File: config.mk
export PLATFORM = sky130hd
export DESIGN_NAME = rr_grant_arbiter_flat
export DESIGN_NICKNAME = d
export VERILOG_FILES = /design/src/rtl/rr_grant_arbiter_pkg.sv /design/src/rtl/rr_grant_arbiter_if.sv /design/src/rtl/rr_pick.sv /design/src/rtl/rr_grant_arbiter.sv /design/src/flat_wrapper.sv
export SDC_FILE = /design/constraint.sdc
export NUM_CORES = 1
export LEC_CHECK = 0
export ABC_AREA = 1
export ABC_CLOCK_PERIOD_IN_PS = 3870
export CORE_MARGIN = 2
export CORE_UTILIZATION = 53
export DETAILED_ROUTE_END_ITERATION = 7
export MAX_ROUTING_LAYER = met4
export PLACE_DENSITY = 0.76
export SETUP_SLACK_MARGIN = 0.05
export SLEW_MARGIN = 20
export SYNTH_ARGS = -nofsm -noshare
export SYNTH_HDL_FRONTEND = slang
export SYNTH_HIERARCHICAL = 1
export SYNTH_SLANG_ARGS = --single-unit
File: constraint.sdc
create_clock -name clk -period 3.87 [get_ports clk]
set_input_delay 0.5805 -clock clk [delete_from_list [all_inputs] [get_ports clk]]
set_output_delay 0.5805 -clock clk [all_outputs]
set_load 0.02 [all_outputs]
File: src/rtl/rr_grant_arbiter_pkg.sv
// Shared definitions for the round-robin grant arbiter and the downstream encoder stage.
// Holds the requester count, the FSM encoding and the one-hot to index helper.
package rr_grant_arbiter_pkg;

  localparam int N     = 8;
  localparam int PTR_W = $clog2(N);

  typedef enum logic {
    IDLE = 1'b0,
    BUSY = 1'b1
  } arb_state_e;

  // Returns the index of the set bit; callers only pass one-hot or zero vectors.
  function automatic logic [PTR_W-1:0] onehot_to_idx(input logic [N-1:0] v);
    logic [PTR_W-1:0] idx;
    idx = '0;
    for (int i = 0; i < N; i++) begin
      if (v[i]) idx = PTR_W'(i);
    end
    return idx;
  endfunction

endpackage

File: src/rtl/rr_grant_arbiter_if.sv
// Request/grant bundle between the requesters (master) and the arbiter (slave).
interface rr_grant_arbiter_if;
  import rr_grant_arbiter_pkg::*;

  logic [N-1:0] req;
  logic         done;
  logic [N-1:0] grant;
  logic         grant_valid;
  logic         timeout;

  modport master (
    output req,
    output done,
    input  grant,
    input  grant_valid,
    input  timeout
  );

  modport slave (
    input  req,
    input  done,
    output grant,
    output grant_valid,
    output timeout
  );

endinterface

File: src/rtl/rr_pick.sv
// Combinational rotate-priority pick: first set request at or above ptr, wrapping.
module rr_pick
  import rr_grant_arbiter_pkg::*;
(
  input  logic [N-1:0]     req,
  input  logic [PTR_W-1:0] ptr,
  output logic [N-1:0]     sel,
  output logic             any
);

  logic [N-1:0] rot;
  logic [N-1:0] rot_sel;

  // Rotating right puts requester ptr at bit 0, so a plain lowest-bit isolate is the pick.
  always_comb begin
    rot     = (req >> ptr) | (req << (N - int'(ptr)));
    rot_sel = rot & (~rot + N'(1));
    sel     = (rot_sel << ptr) | (rot_sel >> (N - int'(ptr)));
    any     = |req;
  end

endmodule

File: src/rtl/rr_grant_arbiter.sv
// Non-preemptive round-robin arbiter with registered one-hot grant and hold timeout.
module rr_grant_arbiter
  import rr_grant_arbiter_pkg::*;
#(
  parameter int HOLD_MAX = 15
) (
  input logic               clk,
  input logic               rst_n,
  rr_grant_arbiter_if.slave bus
);

  localparam int CNT_W = (HOLD_MAX > 0) ? $clog2(HOLD_MAX + 1) : 1;
  localparam logic [CNT_W-1:0] HOLD_LAST = (HOLD_MAX > 0) ? CNT_W'(HOLD_MAX - 1) : '0;

  arb_state_e       state;
  logic [N-1:0]     grant_q;
  logic             grant_valid_q;
  logic             timeout_q;
  logic [PTR_W-1:0] ptr;
  logic [PTR_W-1:0] next_ptr;
  logic [PTR_W-1:0] pick_ptr;
  logic [PTR_W-1:0] owner_idx;
  logic [CNT_W-1:0] hold_cnt;
  logic             hold_expired;
  logic             release_now;
  logic [N-1:0]     sel;
  logic             any;

  // While busy the pick already uses the post-release pointer so a new grant lands on the release edge.
  always_comb begin
    owner_idx    = onehot_to_idx(grant_q);
    next_ptr     = (owner_idx == PTR_W'(N - 1)) ? '0 : owner_idx + PTR_W'(1);
    hold_expired = (HOLD_MAX != 0) && (hold_cnt == HOLD_LAST);
    release_now  = (state == BUSY) && (bus.done || hold_expired);
    pick_ptr     = (state == BUSY) ? next_ptr : ptr;
  end

  rr_pick u_pick (
    .req (bus.req),
    .ptr (pick_ptr),
    .sel (sel),
    .any (any)
  );

  always_ff @(posedge clk) begin
    if (!rst_n) begin
      state         <= IDLE;
      grant_q       <= '0;
      grant_valid_q <= 1'b0;
      timeout_q     <= 1'b0;
      ptr           <= '0;
      hold_cnt      <= '0;
    end else begin
      timeout_q <= 1'b0;
      case (state)
        IDLE: begin
          if (any) begin
            grant_q       <= sel;
            grant_valid_q <= 1'b1;
            hold_cnt      <= '0;
            state         <= BUSY;
          end
        end
        BUSY: begin
          if (release_now) begin
            // A coincident done wins, so only a pure expiry reports a timeout.
            timeout_q <= !bus.done;
            ptr       <= next_ptr;
            hold_cnt  <= '0;
            if (any) begin
              grant_q <= sel;
            end else begin
              grant_q       <= '0;
              grant_valid_q <= 1'b0;
              state         <= IDLE;
            end
          end else begin
            hold_cnt <= hold_cnt + CNT_W'(1);
          end
        end
        default: state <= IDLE;
      endcase
    end
  end

  assign bus.grant       = grant_q;
  assign bus.grant_valid = grant_valid_q;
  assign bus.timeout     = timeout_q;

endmodule

File: src/flat_wrapper.sv
// flat-port wrapper written by rule: the top's interface ports become plain ports
module rr_grant_arbiter_flat import rr_grant_arbiter_pkg::*;
#(
  parameter int HOLD_MAX = 15
)
  (clk, rst_n, bus_req, bus_done, bus_grant, bus_grant_valid, bus_timeout);
  rr_grant_arbiter_if bus_i ();
  input logic clk;
  input logic rst_n;
  input wire logic [$bits(bus_i.req)-1:0] bus_req;
  input wire logic [$bits(bus_i.done)-1:0] bus_done;
  output wire logic [$bits(bus_i.grant)-1:0] bus_grant;
  output wire logic [$bits(bus_i.grant_valid)-1:0] bus_grant_valid;
  output wire logic [$bits(bus_i.timeout)-1:0] bus_timeout;
  assign bus_i.req = bus_req;
  assign bus_i.done = bus_done;
  assign bus_grant = bus_i.grant;
  assign bus_grant_valid = bus_i.grant_valid;
  assign bus_timeout = bus_i.timeout;
  rr_grant_arbiter #(.HOLD_MAX(HOLD_MAX)) u_core (.clk(clk), .rst_n(rst_n), .bus(bus_i));
endmodule
==> run_results.csv, run 1 <==
group,metric,value,unit
floorplanning,fp.dieH,68.2,um
cells_and_area,diodes,0,
setup_path,worst-endpoint-arrival,3.71,ns
clocking,cts_tree,"yes",
floorplanning,io_pins,21,
drt,routed_wl,5600,um
clocking,cts-buffers-inserted,3,
clocking,clk_path_buf_depth,2,
setup_path,worstPathRequired,4.05,ns
yosys,syn-mean-instance-area,6.14,um^2
timing,fin_crit_sh,91.3,%
drt,first_pass_iters,6,
drt,drc_errors,0,
timing,max_slew_margin,58.0,%
setup_path,cp_slowest_cell,"ha_1",
setup_path,crit_fanout,16,
timing,setup_tns,0,ns
grt,overflow,0,
clocking,clock-sinks,18,
grt,grt_pass1_wl,9340,um
clocking,clk_pin_slew,0.06,ns
yosys,synth_async_sr_flop_share,0,%
flow_run,maxCapViolations,0,
yosys,syn_inst,356,
timing,hold_viol_final,0,
grt,grt_start_max_net_pins,21,
timing,clock_skew,0.000737,ns
drt,vias_per_cell,5.65,
grt,grt_usage,26.7,%
drt,wire_per_inst,13.3,um
yosys,netlist_area,2190,um^2
setup_path,crit_type,"reg -> reg",
drt,initialDrtViolationCount,291,
timing,slew_violations,0,
clocking,clk_latency,0.25,ns
status,status,"finished clean",
drt,detail-route-antenna-nets,0,
floorplanning,core_area,4000,um^2
floorplanning,dieArea,4660,um^2
floorplanning,die_w,68.2,um
timing,tightest_slew,0.628,ns
timing,rsz0062_at_grt,"no",
place,gp_congestion,0.983,
setup_path,crit_path_start_kind,"flip-flop",
setup_path,max_stage_delay,0.35,ns
timing,max_freq,0.283,GHz
yosys,yosysSeqAreaShare,16.5,%
cells_and_area,drive_gt1_share,20.3,%
cells_and_area,area_delta_synth_final,11.9,%
yosys,syn-num-nets,373,
yosys,ys_seq_elements,18,
grt,grt_pass1_vias,2013,
cells_and_area,final-seq-area,362,um^2
timing,layout_min_cycle_time,3.53,ns
yosys,yosysWarningCount,6,
place,place_area,2380,um^2
place,dp_hpwl,4360,um
cells_and_area,multiInputGateArea,1590,um^2
setup_path,path_common_cell,"nand2_1",
yosys,ys.flop_type,"dfxtp_1",
cells_and_area,fin_area,2450,um^2
drt,vias,2371,
floorplanning,fp-row-count,23,
grt,grt_antenna_before_repair,0,
floorplanning,initial_utilization,54.7,%
cells_and_area,fillCellCount,383,
place,dp_cells,416,
clocking,htreeDepth,1,
timing,setup_violations,0,
setup_path,crit_path_end_kind,"flip-flop",
yosys,ys_types,30,
yosys,synth_edf_count,0,
cells_and_area,instances_no_fill,420,
cells_and_area,num-nets-final,389,
hold_path,min_path_type,"reg -> reg",
place,io_buffer_count,20,
clocking,cts-root-buf,"clkbuf_8",
## final timing paths
path	startpoint	endpoint	slack [ns]	depth (start not counted)
max	u_core/bus.grant[2]$_SDFFE_PN0P_	u_core/bus.grant[6]$_SDFFE_PN0P_	0.34	29
min	u_core/ptr[2]$_SDFFE_PN0P_	u_core/ptr[2]$_SDFFE_PN0P_	0.46	2
max reg2reg	u_core/bus.grant[2]$_SDFFE_PN0P_	u_core/bus.grant[6]$_SDFFE_PN0P_	0.34	29
min reg2reg	u_core/ptr[2]$_SDFFE_PN0P_	u_core/ptr[2]$_SDFFE_PN0P_	0.46	2
## Yosys cell counts (7+ instances only)
cell type	instances	area (um^2)
nand2_4	7	78.8
a21oi_1	14	70.1
nand3_2	14	140
nor2_1	15	56.3
nand2_2	11	68.8
buf_2	7	35.0
nand2_1	107	402
o21ai_0	10	50.1
inv_2	8	30.0
dfxtp_1	18	360
inv_1	23	86.3
nand3_1	73	365
## flip-flops by register name, summed over array words and instances, names as in the netlist
| name | flops |
|---|---|
| u_core/bus.grant_valid | 1 |
| u_core/ptr | 3 |
| u_core/hold_cnt | 4 |
| u_core/state | 1 |
| u_core/bus.grant | 8 |
| u_core/bus.timeout | 1 |
## metal layers
layer / up-vias / GRT usage [%] / part of all wire [%]
li1: 1198 / - / -
met1: 1074 / 38.8 / 48
met2: 93 / 39.9 / 44
met3: 6 / 3.78 / 7.1
met4: 0 / 3.75 / 0.71
met5: - / - / 0
## critical path: cells and delay by family (launching register included)
family                   cells  cell delay (ns)
AO/OA/AOI/OAI                3             0.50
adder cells (fa/ha/maj)      3             0.70
buffers and inverters        5             0.39
flip-flops                   1             0.33
AND/OR/NAND/NOR             18             1.56
## cell families (layout without fill, tap and decap cells)
kind of cell	after synthesis	count (layout)	synth area share (%)
compound gates	35	35	10.8
xor+xnor	2	2	0.801
fa+ha+maj	6	6	3.43
buf+inv	50	64	11.2
flops	18	18	16.5
simple gates	245	245	57.4
## through the flow
step	utilization [%]	hold slack, ns	setup WS, ns
6_report	61.2	0.457	0.338
3_3_place_gp	59.6	0.435	0.266
5_1_grt	61.2	0.478	0.0157
2_1_floorplan	-	0.424	0.0612
4_1_cts	60.6	0.457	0.228
3_5_place_dp	59.6	0.448	0.238
## cell usage in the layout (no fill, tap or decap)
| cell | instances |
|---|---|
| xor2_1 | 2 |
| o221ai_1 | 1 |
| dfxtp_1 | 17 |
| buf_6 | 1 |
| o21ai_2 | 4 |
| nor3_1 | 4 |
| nand2_1 | 107 |
| nor4_1 | 2 |
| o21ai_1 | 2 |
| nand3_4 | 1 |
| o21ai_0 | 8 |
| nand3_1 | 73 |
| inv_1 | 22 |
| clkbuf_8 | 3 |
| inv_4 | 2 |
| nand2_4 | 7 |
| buf_4 | 6 |
| o22ai_2 | 6 |
| ha_1 | 6 |
| and2_1 | 1 |
| nor2_2 | 6 |
| a21oi_1 | 14 |
| clkinvlp_4 | 1 |
| nor2_1 | 14 |
| nand3_2 | 14 |
| nand2_2 | 11 |
| nor2_4 | 5 |
| inv_2 | 7 |
| dfxtp_2 | 1 |
| clkinv_1 | 2 |
| clkdlybuf4s50_1 | 20 |
## cell type report
| type | count | share of cell area, % |
|---|---|---|
| Clock buffer | 3 | 1.69 |
| Inverter | 34 | 5.57 |
| Multi-Input combinational cell | 288 | 64.9 |
| Sequential cell | 18 | 14.8 |
| Tap cell | 50 | 2.56 |
| Timing Repair Buffer | 27 | 10.5 |
## repair_timing
action / 4_1_cts / 5_1_grt
endpoints found under the setup margin: 0 / 8
hold buffers: 0 / 0
buffers inserted: 0 / 1
gates resized for setup: 0 / 5
Power of run 1 is not shown: default switching activity piles up to over one toggle a cycle in this logic, so the estimate is an artifact.
==> run 2: changes to the inputs <==
--- a/config.mk
+++ b/config.mk
@@ -7,13 +7,13 @@
 export LEC_CHECK = 0
 export ABC_AREA = 1
 export ABC_CLOCK_PERIOD_IN_PS = 3870
+export CORE_ASPECT_RATIO = 1.4
 export CORE_MARGIN = 2
 export CORE_UTILIZATION = 53
 export DETAILED_ROUTE_END_ITERATION = 7
 export MAX_ROUTING_LAYER = met4
 export PLACE_DENSITY = 0.76
 export SETUP_SLACK_MARGIN = 0.05
-export SLEW_MARGIN = 20
 export SYNTH_ARGS = -nofsm -noshare
 export SYNTH_HDL_FRONTEND = slang
 export SYNTH_HIERARCHICAL = 1
==> run_results.csv, run 2 (synthesized netlist as in run 1, its figures left out) <==
group,metric,value,unit
drt,vias_per_cell,5.61,
drt,routed_wl,5470,um
grt,grt_usage,26.5,%
setup_path,crit_fanout,16,
timing,finalWorstSetupSlack,0.402,ns
floorplanning,fp.dieH,80.0,um
clocking,clk_latency,0.25,ns
grt,overflow,0,
clocking,cts_tree,"yes",
place,dp_hpwl,4280,um
timing,slew_violations,0,
floorplanning,initial_utilization,55.3,%
flow_run,maxCapViolations,0,
timing,fin_crit_sh,89.6,%
cells_and_area,diodes,0,
floorplanning,io_pins,21,
place,dp_slack,0.384,ns
place,io_buffer_count,20,
timing,tightest_slew,0.621,ns
status,status,"finished clean",
drt,initialDrtViolationCount,139,
clocking,clk_pin_slew,0.07,ns
timing,max_slew_margin,58.5,%
cells_and_area,area_delta_synth_final,12.0,%
cells_and_area,final_cell_mix,"nand2_1 (107), nand3_1 (73), inv_1 (23), clkdlybuf4s50_1 (20), dfxtp_1 (17)",
floorplanning,die_w,58.3,um
grt,grt_pass1_vias,2195,
grt,grt_antenna_before_repair,0,
timing,setup_violations,0,
drt,wire_per_inst,13.2,um
cells_and_area,num-nets-final,389,
grt,grt_pass1_wl,9560,um
timing,hold_viol_final,0,
cells_and_area,drive_gt1_share,20.2,%
setup_path,crit_path_start_kind,"flip-flop",
timing,layout_min_cycle_time,3.47,ns
setup_path,crit_path_end_kind,"flip-flop",
timing,rsz0062_at_grt,"yes",
cells_and_area,fillCellCount,372,
clocking,cts-root-buf,"clkbuf_8",
cells_and_area,layout_commonest_cell,"nand2_1",
floorplanning,fp-row-count,27,
setup_path,worstPathRequired,4.05,ns
floorplanning,core_area,3950,um^2
drt,detail-route-antenna-nets,0,
setup_path,worst-endpoint-arrival,3.65,ns
clocking,htreeDepth,1,
clocking,clk_path_buf_depth,2,
timing,clock_skew,0.00423,ns
drt,vias,2321,
cells_and_area,largest_reg_flops,8,
grt,grt_start_max_net_pins,21,
clocking,hold_buffers,0,
drt,drc_errors,0,
clocking,clock-sinks,18,
setup_path,crit_type,"reg -> reg",
clocking,cts-buffers-inserted,3,
timing,max_freq,0.288,GHz
floorplanning,dieArea,4660,um^2
place,gp_congestion,0.972,
setup_path,ff2ff_setup_slack,0.40,ns
drt,first_pass_iters,5,
timing,setup_tns,0,ns
hold_path,min_path_type,"reg -> reg",
## run 2: final cells by class
| class | count | area (um^2) | area share [%] |
|---|---|---|---|
| multi-input cells | 288 | 1590 | 65.1 |
| repair buffers | 27 | 253 | 10.3 |
| well taps | 43 | 53.8 | 2.20 |
| inverters | 34 | 133 | 5.41 |
| flip-flops and latches | 18 | 362 | 14.8 |
| clock buffers | 4 | 55.1 | 2.25 |
## run 2: path summary, 6_finish.rpt
kind / start / to / depth (start not counted)
max: u_core/bus.grant[2]$_SDFFE_PN0P_ / u_core/bus.grant[3]$_SDFFE_PN0P_ / 27
min: u_core/ptr[2]$_SDFFE_PN0P_ / u_core/ptr[2]$_SDFFE_PN0P_ / 2
max reg2reg: u_core/bus.grant[2]$_SDFFE_PN0P_ / u_core/bus.grant[3]$_SDFFE_PN0P_ / 27
min reg2reg: u_core/ptr[2]$_SDFFE_PN0P_ / u_core/ptr[2]$_SDFFE_PN0P_ / 2
## run 2: what timing repair did
action                                  4_1_cts  5_1_grt
endpoints found under the setup margin        0        7
buffers inserted                              0        0
resized for setup                             0        4
## run 2: per-stage QoR
| step | hold WS [ns] | area (um^2) | cells | utilization (%) |
|---|---|---|---|---|
| after floorplan | 0.424 | 2190 | 356 | - |
| after global placement | 0.440 | 2380 | 410 | 60.2 |
| after detailed placement | 0.445 | 2380 | 410 | 60.2 |
| after CTS | 0.456 | 2440 | 414 | 61.6 |
| after global routing | 0.485 | 2450 | 414 | 62.0 |
| final | 0.455 | 2450 | 414 | 62.0 |
## run 2: critical path, cell delays in order, from the launching register on
cell	delay, ns
dfxtp_2	0.33
inv_1	0.05
nand2_1	0.05
nand2_1	0.04
nand2_1	0.05
nand2_1	0.05
nand2_1	0.07
nand2_1	0.06
ha_1	0.18
ha_1	0.17
inv_1	0.05
nand3_1	0.11
o21ai_2	0.20
inv_4	0.04
ha_1	0.29
buf_4	0.22
nor2_2	0.07
nand3_1	0.10
nand3_2	0.18
nor2_4	0.17
nand3_2	0.12
nand2_1	0.12
nand2_1	0.08
nand2_1	0.08
nand3_1	0.09
nand2_1	0.10
nand3_1	0.09
o22ai_2	0.19
## run 2: per-layer routing
layer,wire length (um),up-vias,GRT usage [%]
li1,-,1201,-
met2,2890,57,48.0
met4,138,0,11.6
met3,169,13,1.94
met1,2270,1050,28.8
met5,0,-,-
Power of run 2 is left out for the same reason.
